File: src/rtl/alu_ctl_pkg.sv
// Shared types and field widths for the ALU request arbiter and its arbitration helper.
package alu_ctl_pkg;

  localparam int OP_W   = 6;
  localparam int FN_W   = 4;
  localparam int SEL_W  = 8;
  localparam int DATA_W = 32;

  typedef enum logic [1:0] {
    IDLE = 2'd0,
    WAIT = 2'd1,
    RESP = 2'd2
  } state_t;

endpackage

File: src/rtl/rr_arbiter.sv
// Combinational round-robin pick: lowest requester at or above ptr, else lowest overall.
module rr_arbiter #(
  parameter int NREQ = 4,
  parameter int ID_W = $clog2(NREQ)
) (
  input  logic [NREQ-1:0] req,
  input  logic [ID_W-1:0] ptr,
  output logic [NREQ-1:0] gnt,
  output logic [ID_W-1:0] gnt_id,
  output logic            any
);

  logic [NREQ-1:0] mask;
  logic [NREQ-1:0] masked_req;
  logic [ID_W-1:0] lo_masked;
  logic [ID_W-1:0] lo_all;
  logic            hit_masked;

  always_comb begin
    mask = '0;
    for (int i = 0; i < NREQ; i++) begin
      mask[i] = (i >= int'(ptr));
    end
    masked_req = req & mask;

    // Scan downward so the last hit is the lowest set index.
    lo_masked  = '0;
    lo_all     = '0;
    hit_masked = 1'b0;
    for (int i = NREQ - 1; i >= 0; i--) begin
      if (masked_req[i]) begin
        lo_masked  = ID_W'(i);
        hit_masked = 1'b1;
      end
      if (req[i]) begin
        lo_all = ID_W'(i);
      end
    end

    gnt_id = hit_masked ? lo_masked : lo_all;
    any    = |req;
    gnt    = '0;
    if (any) begin
      gnt[gnt_id] = 1'b1;
    end
  end

endmodule

File: src/rtl/alu_req_arbiter.sv
// Shares one ALU among NREQ requesters: round-robin grant, fixed-latency wait,
// then a tagged response held until accepted.
module alu_req_arbiter
  import alu_ctl_pkg::*;
#(
  parameter int  NREQ    = 4,
  parameter int  ALU_LAT = 1,
  localparam int ID_W    = $clog2(NREQ)
) (
  input  logic                   clk,
  input  logic                   rst,
  input  logic [NREQ-1:0]        req_valid,
  output logic [NREQ-1:0]        req_ready,
  input  logic [NREQ*OP_W-1:0]   req_op,
  input  logic [NREQ*FN_W-1:0]   req_fn,
  input  logic [NREQ*SEL_W-1:0]  req_sel,
  output logic [OP_W-1:0]        alu_op,
  output logic [FN_W-1:0]        alu_fn,
  output logic [SEL_W-1:0]       alu_sel,
  input  logic [DATA_W-1:0]      alu_out,
  input  logic                   alu_carry,
  input  logic                   alu_over,
  output logic                   rsp_valid,
  input  logic                   rsp_ready,
  output logic [ID_W-1:0]        rsp_id,
  output logic [DATA_W-1:0]      rsp_data,
  output logic                   rsp_carry,
  output logic                   rsp_over,
  output logic                   busy,
  output state_t                 dbg_state
);

  // Handshakes: a transfer happens on a rising edge where valid and ready are both
  // high. req_ready is offered only in IDLE to the single arbitration winner;
  // rsp_valid stays high with rsp_* frozen until rsp_ready is seen.

  localparam int CNT_W = (ALU_LAT > 1) ? $clog2(ALU_LAT) : 1;

  state_t            state_q, state_d;
  logic [ID_W-1:0]   rr_ptr_q, rr_ptr_d;
  logic [ID_W-1:0]   w_q, w_d;
  logic [CNT_W-1:0]  cnt_q, cnt_d;
  logic [OP_W-1:0]   alu_op_q, alu_op_d;
  logic [FN_W-1:0]   alu_fn_q, alu_fn_d;
  logic [SEL_W-1:0]  alu_sel_q, alu_sel_d;
  logic [ID_W-1:0]   rsp_id_q, rsp_id_d;
  logic [DATA_W-1:0] rsp_data_q, rsp_data_d;
  logic              rsp_carry_q, rsp_carry_d;
  logic              rsp_over_q, rsp_over_d;

  logic [NREQ-1:0]   arb_gnt;
  logic [ID_W-1:0]   arb_id;
  logic              arb_any;

  rr_arbiter #(
    .NREQ (NREQ),
    .ID_W (ID_W)
  ) u_rr_arbiter (
    .req    (req_valid),
    .ptr    (rr_ptr_q),
    .gnt    (arb_gnt),
    .gnt_id (arb_id),
    .any    (arb_any)
  );

  always_ff @(posedge clk or posedge rst) begin
    if (rst) begin
      state_q     <= IDLE;
      rr_ptr_q    <= '0;
      w_q         <= '0;
      cnt_q       <= '0;
      alu_op_q    <= '0;
      alu_fn_q    <= '0;
      alu_sel_q   <= '0;
      rsp_id_q    <= '0;
      rsp_data_q  <= '0;
      rsp_carry_q <= 1'b0;
      rsp_over_q  <= 1'b0;
    end else begin
      state_q     <= state_d;
      rr_ptr_q    <= rr_ptr_d;
      w_q         <= w_d;
      cnt_q       <= cnt_d;
      alu_op_q    <= alu_op_d;
      alu_fn_q    <= alu_fn_d;
      alu_sel_q   <= alu_sel_d;
      rsp_id_q    <= rsp_id_d;
      rsp_data_q  <= rsp_data_d;
      rsp_carry_q <= rsp_carry_d;
      rsp_over_q  <= rsp_over_d;
    end
  end

  always_comb begin
    state_d     = state_q;
    rr_ptr_d    = rr_ptr_q;
    w_d         = w_q;
    cnt_d       = cnt_q;
    alu_op_d    = alu_op_q;
    alu_fn_d    = alu_fn_q;
    alu_sel_d   = alu_sel_q;
    rsp_id_d    = rsp_id_q;
    rsp_data_d  = rsp_data_q;
    rsp_carry_d = rsp_carry_q;
    rsp_over_d  = rsp_over_q;
    unique case (state_q)
      IDLE: begin
        if (arb_any) begin
          state_d   = WAIT;
          w_d       = arb_id;
          cnt_d     = CNT_W'(ALU_LAT - 1);
          alu_op_d  = req_op[int'(arb_id)*OP_W +: OP_W];
          alu_fn_d  = req_fn[int'(arb_id)*FN_W +: FN_W];
          alu_sel_d = req_sel[int'(arb_id)*SEL_W +: SEL_W];
        end
      end
      WAIT: begin
        if (cnt_q != '0) begin
          cnt_d = cnt_q - 1'b1;
        end else begin
          rsp_data_d  = alu_out;
          rsp_carry_d = alu_carry;
          rsp_over_d  = alu_over;
          rsp_id_d    = w_q;
          state_d     = RESP;
        end
      end
      RESP: begin
        if (rsp_ready) begin
          rr_ptr_d = (w_q == ID_W'(NREQ - 1)) ? '0 : w_q + 1'b1;
          state_d  = IDLE;
        end
      end
      default: state_d = IDLE;
    endcase
  end

  always_comb begin
    req_ready = '0;
    if (state_q == IDLE && !rst) begin
      req_ready = arb_gnt;
    end
    busy      = (state_q != IDLE);
    rsp_valid = (state_q == RESP);
  end

  assign alu_op    = alu_op_q;
  assign alu_fn    = alu_fn_q;
  assign alu_sel   = alu_sel_q;
  assign rsp_id    = rsp_id_q;
  assign rsp_data  = rsp_data_q;
  assign rsp_carry = rsp_carry_q;
  assign rsp_over  = rsp_over_q;
  assign dbg_state = state_q;

endmodule

File: config.mk
export PLATFORM = sky130hd
export DESIGN_NAME = alu_req_arbiter
export DESIGN_NICKNAME = d
export VERILOG_FILES = /design/src/rtl/alu_ctl_pkg.sv /design/src/rtl/rr_arbiter.sv /design/src/rtl/alu_req_arbiter.sv
export SDC_FILE = /design/constraint.sdc
export NUM_CORES = 1
export LEC_CHECK = 0
export CORE_UTILIZATION = 38
export CTS_CLUSTER_SIZE = 12
export DETAILED_ROUTE_END_ITERATION = 7
export PLACE_DENSITY = 0.85
export SETUP_SLACK_MARGIN = 0.4
export SLEW_MARGIN = 20
export SYNTH_ARGS = -nofsm -noshare
export SYNTH_HDL_FRONTEND = slang
export SYNTH_HIERARCHICAL = 1
export SYNTH_SLANG_ARGS = --single-unit
File: constraint.sdc
create_clock -name clk -period 2.95 [get_ports clk]
set_clock_uncertainty 0.2 [all_clocks]
set_input_delay 0.4425 -clock clk [delete_from_list [all_inputs] [get_ports clk]]
set_output_delay 0.4425 -clock clk [all_outputs]
set_load 0.01 [all_outputs]
# Yosys cells after proc, flatten, opt, wreduce, memory -nomap -nowiden
# Index checks and enable logic that the tools add are counted.
# word_totals
register_bits,61
latchBits,0
mem_bits_rw,0
romBits,0
input_bits,113
word_cells,67
memories,0
# classes
add_sub_neg,2
mul,1
n_div,0
n_lt_le_gt_ge,5
n_eq_ne,6
n_shift,3
muxes,25
bitwise_logic,2
n_reduce_logical,12
# op_table
cell,count
32-bit by 6-bit variable part select with 8-bit output,1
2-bit 2-to-1 mux,13
24-bit by 6-bit variable part select with 6-bit output,1
16-bit by 5-bit variable part select with 4-bit output,1
4-bit 2-to-1 mux,2
2-bit AND reduction,4
1-bit 2-to-1 mux,7
2-bit one-hot mux with 3 select lines,1
4-bit AND,1
"2-bit equality test, second input constant",2
"1-bit by 2-bit greater-or-equal comparator with 1-bit output, first input constant",2
"2-bit by 2-bit multiplier with 4-bit output, second input constant",1
"2-bit != test, second input constant",2
2-bit nonzero test,2
4-bit OR reduction,1
"2-bit by 3-bit less-than comparator with 1-bit output, second input constant",1
3-bit AND reduction,1
"2-bit by 1-bit adder with 2-bit output, second input constant",1
1-bit demux with 2-bit select,1
"2-bit by 1-bit equality test with 1-bit output, second input constant",1
"2-bit by 1-bit greater-or-equal comparator with 1-bit output, second input constant",1
"2-bit greater-or-equal comparator, first input constant",1
1-bit logical AND,2
2-bit logical NOT,1
other kinds (5),5

# Longest topological paths before layout
# logic_depth
depth_word,13
ltp_mapped,8
ltp_nobuf,5

# By module
# Netlist, hierarchy kept.
# by_module_without_submodules
mod,instances,cells_per_inst,area_each_um2
alu_req_arbiter,1,161,2793.9
rr_arbiter,1,33,242.7

# Least setup slack after synthesis
# Ideal clock, no wire load.
# synth_path
path_type,register -> register
start,register rr_ptr_q[1]
end,register alu_fn_q[0] (netlist: alu_fn[0])
setup_time_ns,0.125
t_arrival_ns,1.942
t_required_ns,2.625
slack_ns,0.683
stages_incl_launch_ff,9
n_path_buf,3
synth_period_minus_slack_ns,2.267
cell_sequence,dfrtp_1 -> buf_6 -> inv_2 -> nor2_2 -> a221oi_2 -> buf_6 -> buf_12 -> mux4_2 -> mux2_4
# synth_via
elab_chain_cells,7
# synth_rtl
element,line_no,rtl
from (decl),alu_req_arbiter.sv:40,"logic [ID_W-1:0] rr_ptr_q, rr_ptr_d;"
from (signal assigned),alu_req_arbiter.sv:81,rr_ptr_q <= rr_ptr_d;
2-bit greater-or-equal comparator,rr_arbiter.sv:22,mask[i] = (i >= int'(ptr));
4-bit AND *,rr_arbiter.sv:24,masked_req = req & mask;
2-bit 2-to-1 mux or 1-bit 2-to-1 mux (tied branches) (3 in a row),rr_arbiter.sv:31,if (masked_req[i]) begin
2-bit 2-to-1 mux *,rr_arbiter.sv:40,gnt_id = hit_masked ? lo_masked : lo_all;
named net arb_id[0],alu_req_arbiter.sv:52,logic [ID_W-1:0] arb_id;
16-bit by 5-bit variable part select with 4-bit output *,alu_req_arbiter.sv:113,alu_fn_d = req_fn[int'(arb_id)*FN_W +: FN_W];
to (signal assigned),alu_req_arbiter.sv:85,alu_fn_q <= alu_fn_d;
to (decl),alu_req_arbiter.sv:44,"logic [FN_W-1:0] alu_fn_q, alu_fn_d;"
# Mark *: on every way through the listed nets, which the timed path passes. The rest lies on a longest branch.
# A chain may end at the register's enable or synchronous reset.

# Final worst setup path
# layout_path
start,input port req_valid[3]
end,output port req_ready[2]
# layout_via
elab_chain_cells,12
# layout_rtl
element,line_no,rtl
from (decl),alu_req_arbiter.sv:12,"input logic [NREQ-1:0] req_valid,"
4-bit AND,rr_arbiter.sv:24,
2-bit 2-to-1 mux or 1-bit 2-to-1 mux (tied branches) (4 in a row),rr_arbiter.sv:31,
2-bit 2-to-1 mux,rr_arbiter.sv:40,
2-bit by 3-bit less-than comparator with 1-bit output (implied by the code) or 2-bit by 1-bit greater-or-equal comparator with 1-bit output (tied branches),rr_arbiter.sv:44,gnt[gnt_id] = 1'b1;
1-bit logical AND (implied by the code),rr_arbiter.sv:44,
1-bit 2-to-1 mux (implied by the code),rr_arbiter.sv:44,
1-bit demux with 2-bit select,--,
4-bit 2-to-1 mux *,rr_arbiter.sv:43,if (any) begin
named net arb_gnt[2],alu_req_arbiter.sv:51,logic [NREQ-1:0] arb_gnt;
4-bit 2-to-1 mux *,alu_req_arbiter.sv:140,if (state_q == IDLE && !rst) begin
to (decl),alu_req_arbiter.sv:13,"output logic [NREQ-1:0] req_ready,"
# Marks and branches as above.

==> flow_summary.yaml <==
critical_path:
  reg2reg_slack_ns: 0.52
  path_max_fanout: 7
  max_stage_delay_ns: 0.52
  critPathKind: "in2out"
  r2r_start: "rr_ptr_q[0]"
  r2r_end: "alu_op[4]"
  crit_required_ns: 2.31
  slowest_stage: "clkdlybuf4s50_1"
  crit_chain: "dlygate4sd2_1, buf_4, a211oi_2, o31a_1, and2_1, clkdlybuf4s50_1"
  r2r_cells: 7
  cp-end-kind: "primary output"
  cp-startpoint: "req_valid[3]"
  cp.arrival_ns: 1.89
  startpoint_type: "primary input"
  path_buf_inv: 3
  crit_family: "buffers and inverters"
timing:
  tightest_slew_ns: 0.722
  rsz0062_at_grt: "true"
  setup_tns_ns: 0
  final_max_slew_viol_count: 0
  finalCritPeriodShare_pct: 85.9
  hold_violations: 0
  fmax_mhz: 394
  slew_headroom_pct: 51.8
  post-route-min-period_ns: 2.54
  finalSetupViolCount: 0
yosys:
  synth_nets: 308
  synth_edf_count: 0
  yosys.area.top_type_share_pct: 49.4
  ys_ff_latch: 60
  avgSynthCellArea_um2: 15.7
  synth_seq_area_share_pct: 49.4
  async_flop_share_pct: 100
  synth_ff_type: "dfrtp_1"
  synth_commonest_cells: "60 x dfrtp_1, 49 x mux2_2, 9 x mux2_4, 9 x mux4_1, 9 x mux4_2"
  synth_area_leader_cell: "dfrtp_1"
  synth_area_um2: 3040
  synth.distinct_cells: 34
  synthCells: 194
  synth_area_leaders: "dfrtp_1 49%, mux2_2 18%, mux4_1 7.8%"
  yosysWarnings: 6
  synth_most_common_cell: "dfrtp_1"
power_and_ir_drop:
  power_frac_comb_pct: 54.5
  switching_share_pct: 31.6
  power_density_nw_per_um2: 960
  leakage_nw: 2.13
  switchingPower_mw: 1.56
  clkPwrFrac_pct: 14.4
  internal-power_mw: 3.37
  ir_worst_vdd_v: 0.000418
  sequentialPowerShare_pct: 31.1
clock_tree:
  clockRootBuffer: "clkbuf_8"
  cts_tree: "yes"
  worstSkewPairLatency_ns: 0.33
  clockBufferDepth: 2
  cts.htree.levels: 3
  numCtsBuffers: 9
  path_clk_slew_ns: 0.07
  cts_sinks: 60
grt:
  grt_usage_pct: 18.7
  grt_pass1_vias: 2437
  antenna_found_initial: 0
  grt_pass1_wl_um: 11800
  grt_start_max_net_pins: 38
  gr-total-overflow: 0
finish:
  fill_cells: 550
  areaGrowthSynthToFinish_pct: 68.9
  drive_gt1_share_pct: 28.7
  postLayoutCellArea_um2: 5130
  nets: 489
  n_antenna_cell: 0
hold_path:
  min-delay-start: "rsp_data[10]"
  min_path_type: "reg2reg"
  hold_end: "rsp_data[10]"
  holdPathStages: 1
place:
  dp_hpwl_um: 5640
  io_buffers: 174
  gp_congestion: 0.855
  dpl_cell_area_um2: 4890
routing:
  drt_wl_total_um: 7540
  viasPerCell: 4.94
  final_antenna_net_count: 0
  via_count: 2382
  dr.pass1.iters: 4
  drcViolationCount: 0
  drt_iter0_drc: 75
  wl_per_cell_um: 15.6
run_status:
  status: "complete, no violations"
floorplan:
  ios: 175
  start_util_pct: 39.3
  std_cell_rows: 32
  core-area_um2: 7730
  die_w_um: 91.4
  die-height_um: 91.4
  die_area_um2: 8350
job:
  drv_cap: 0
layout by cell type (no fill, tap or decap), types with 5 or more instances in the layout:
master / netlist / routed
clkdlybuf4s50_1: 0 / 167
clkbuf_8: 0 / 9
dfrtp_1: 60 / 58
mux4_2: 9 / 9
mux2_4: 9 / 9
mux2_2: 49 / 49
mux4_1: 9 / 9
and2_1: 5 / 5
buf_4: 2 / 7
dlygate4sd2_1: 0 / 5
through the flow:
step	util (%)	hold WS (ns)	power, mW	instances	setup WS (ns)
after floorplan	-	0.303	3.00	194	0.683
after global placement	63.3	0.285	4.13	463	0.175
after detailed placement	63.3	0.292	4.21	463	0.118
after CTS	65.8	0.309	4.93	479	0.400
after global routing	66.4	0.317	5.21	482	0.301
final	66.4	0.304	4.93	482	0.415
registers in the layout (all words and copies together) (netlist names):
name       flops
rsp_data      32
alu_sel        8
alu_op         6
alu_fn         4
dbg_state      2
rr_ptr_q       2
rsp_id         2
w_q            2
rsp_carry      1
rsp_over       1
cell families (layout without fill, tap and decap cells):
group                    after synthesis  after routing  synth area share, %
buffers and inverters                 19            205                 4.66
flip-flops                            60             60                 49.4
AO/OA/AOI/OAI                         17             17                 4.49
AND/OR/NAND/NOR                       21             21                 3.91
adder cells (fa/ha/maj)                1              1                0.412
multiplexers                          76             76                 37.1
timing repair:
item / CTS / global route
gates resized for setup: 7 / 6
endpoints found under the setup margin: 4 / 3
hold buffers: 0 / 0
buffers inserted: 0 / 3
worst max path at each step:
| stage | endpoint | slack (ns) | cells past startpoint |
|---|---|---|---|
| 2_1_floorplan | alu_fn[0] | 0.68 | 8 |
| 3_3_place_gp | req_ready[0] | 0.17 | 7 |
| 3_5_place_dp | req_ready[0] | 0.12 | 7 |
| 4_1_cts | req_ready[3] | 0.40 | 6 |
| 5_1_grt | req_ready[2] | 0.30 | 6 |
| 6_report | req_ready[2] | 0.41 | 6 |
final cells by class:
cell class                      count  area, um2  area share [%]
Clock buffer                        9        124            2.41
Timing Repair Buffer              185       1860            36.3
Tap cell                          102        128            2.49
Inverter                            4       15.0           0.293
Sequential cell                    60       1500            29.3
Clock inverter                      7       67.6            1.32
Multi-Input combinational cell    115       1430            27.8
routing by layer:
layer	global-route usage [%]	wire length (um)	up-vias
li1	-	-	1091
met1	21.6	2920	1139
met2	31.1	3770	136
met3	6.28	677	16
met4	8.73	176	0
met5	0	0	-
power groups by stage:
stage | Combinational, mW | Clock (mW) | Sequential, mW
floorplan | 1.32 | 0 | 1.67
global placement | 2.61 | 0 | 1.52
detailed placement | 2.67 | 0 | 1.54
CTS | 2.67 | 0.727 | 1.53
global route | 2.85 | 0.769 | 1.58
finish | 2.69 | 0.710 | 1.53
No activity file was read; power rests on OpenSTA's default activity.
==> edit: new RTL, same settings <==
`rsp_data_q` no longer has a reset.
--- a/src/rtl/alu_req_arbiter.sv
+++ b/src/rtl/alu_req_arbiter.sv
@@ -73,7 +73,6 @@
       alu_fn_q    <= '0;
       alu_sel_q   <= '0;
       rsp_id_q    <= '0;
-      rsp_data_q  <= '0;
       rsp_carry_q <= 1'b0;
       rsp_over_q  <= 1'b0;
     end else begin
@@ -85,10 +84,13 @@
       alu_fn_q    <= alu_fn_d;
       alu_sel_q   <= alu_sel_d;
       rsp_id_q    <= rsp_id_d;
-      rsp_data_q  <= rsp_data_d;
       rsp_carry_q <= rsp_carry_d;
       rsp_over_q  <= rsp_over_d;
     end
+  end
+
+  always_ff @(posedge clk) begin
+    rsp_data_q <= rsp_data_d;
   end
 
   always_comb begin
Formal check against the unedited RTL: differs if rst is asserted again (counterexample within 4 cycles, from zero or initial values and one cycle with rst high); with rst held inactive, the same outputs for 4 cycles.
==> edit against the original RTL <==
- global-route usage rose by 1.2 points
- area after synthesis fell by 7.1%
- wire length rose by 4.5%
- die area fell by 7.0%
- utilization rose by 3.3 points
- first-iteration DRC count fell by 28%
- sequential share of layout area rose by 3.8 points
- design area fell by 2.0%
- sequential cell count did not move
- non-clock buffer count rose by 7
- clock power barely moved
- cell count fell by 5.6%
- total power fell by 10%
- setup slack improved by 16 ps
- critical endpoint is now alu_sel[6]
==> edit: results (changes against the original RTL) <==
- Status: finished clean (unchanged)
- FFs w/ async S/R, synth: 46.7% (was 100%)
- Average vias per placed instance: 4.85 (was 4.94)
- Mapped Nets: 273 (was 308)
- Met2 wire length: 4.14 mm (was 3.77 mm)
- Starting DRT DRC Count: 54 (was 75)
- Syn Area/Cell: 17.7 sq um (was 15.7 sq um)
- Grt met2 use: 35.4% (was 31.1%)
- Worst Path Arrival: 2530 ps (was 1890 ps)
- EDFF count, synth: 32 (was 0)
- First-pass GRT wire length: 11.2 mm (was 11.8 mm)
- Multiplexer area fraction after synthesis: 27.2% (was 37.1%)
- Vias in the first global route: 2,220 (was 2,437)
- Dpl ws: 33.6 ps (was 118 ps)
- Leak Pwr: 1.98 nW (was 2.13 nW)
- Sequential fraction of the synthesis area: 58.9% (was 49.4%)
- Slowest stage delay, CP: 540 ps (was 520 ps)
- Post-DP Area: 0.00467 sq mm (was 0.00489 sq mm)
- DRT met1 WL: 3.07 mm (was 2.92 mm)
- Fin nets: 465 (was 489)
- Switching share of power: 30.9% (was 31.6%)
- All-Layer GR Usage: 19.9% (was 18.7%)
- Distinct cells, synth: 35 (was 34)
- NetSw: 1.36 mW (was 1.56 mW)
- Synth Area in Compound Gates: 4.84% (was 4.49%)
- Clk pin slew, worst setup/hold paths: 70 ps (about the same)
- Routed wl met3: 585 um (was 677 um)
- DP HPWL: 5.77 mm (was 5.64 mm)
- Synth top area cells: edfxtp_1 (34%), dfrtp_1 (25%), mux4_1 (8.4%), mux4_2 (7.2%), mux2_2 (6.8%) (was dfrtp_1 (49%), mux2_2 (18%), mux4_1 (7.8%), mux4_2 (6.7%), mux2_4 (4.4%))
- Met1 Use GR: 22.9% (was 21.6%)
- Post-route non-filler standard cell count: 455 (was 482)
- Critical path peak fanout: 6 (was 7)
- Post-synthesis xor/xnor area fraction: 0% (unchanged)
- Commonest cells post-synth: edfxtp_1 (32), dfrtp_1 (28), mux2_2 (17) (was dfrtp_1 (60), mux2_2 (49), mux2_4 (9), mux4_1 (9), mux4_2 (9))
- Max Buffers Root-to-Sink: 2 (unchanged)
- Post-Place Cells: 428 (was 463)
- CP max-delay cell: mux4_1 (was clkdlybuf4s50_1)
- Sequential share of power: 33.2% (was 31.1%)
- Peak supply drop: 354 uV (was 418 uV)
- Flip-flop count of the largest register after layout: 32 (unchanged)
- Wire per inst: 17.3 um (was 15.6 um)
- Share of cells above drive strength 1: 23.6% (was 28.7%)
- Largest net degree at the start of global routing: 31 (was 38)
- Worst hold path class: primary input to asynchronous set/reset pin (was flop to flop)
- Post-synthesis adder-cell area fraction: 0.444% (was 0.412%)
- Met3 GRT Util: 4.43% (was 6.28%)
- GP Congestion: 0.828 (was 0.855)
## edit: what timing repair did
action                                 CTS  global route
setup endpoints to repair                7            21
resized for setup                       10            12
endpoints found under the hold margin    0             0
pin swaps                                0             2
buffers inserted                         6             3
cloned                                   0             2
## edit: cell type report
type	instances	area (sq um)
repair buffers	192	1950
clock inverters	6	65.1
clock buffers	10	128
multi-input cells	83	1080
well taps	99	124
inverters	5	21.3
flip-flops and latches	60	1660
fillers	502	2190
## edit: path summary, 6_finish.rpt
path                        startpoint          end  slack, ps  cells past startpoint
setup / recovery           rr_ptr_q[0]   alu_sel[6]        430                      8
hold / removal                     rst   alu_sel[1]        310                      3
setup reg to reg           rr_ptr_q[0]   alu_sel[6]        430                      8
hold reg to reg             alu_sel[6]   alu_sel[6]        310                      1
max in group asynchronous          rst  rr_ptr_q[1]       1940                      3
min in group clk            alu_sel[6]   alu_sel[6]        310                      1
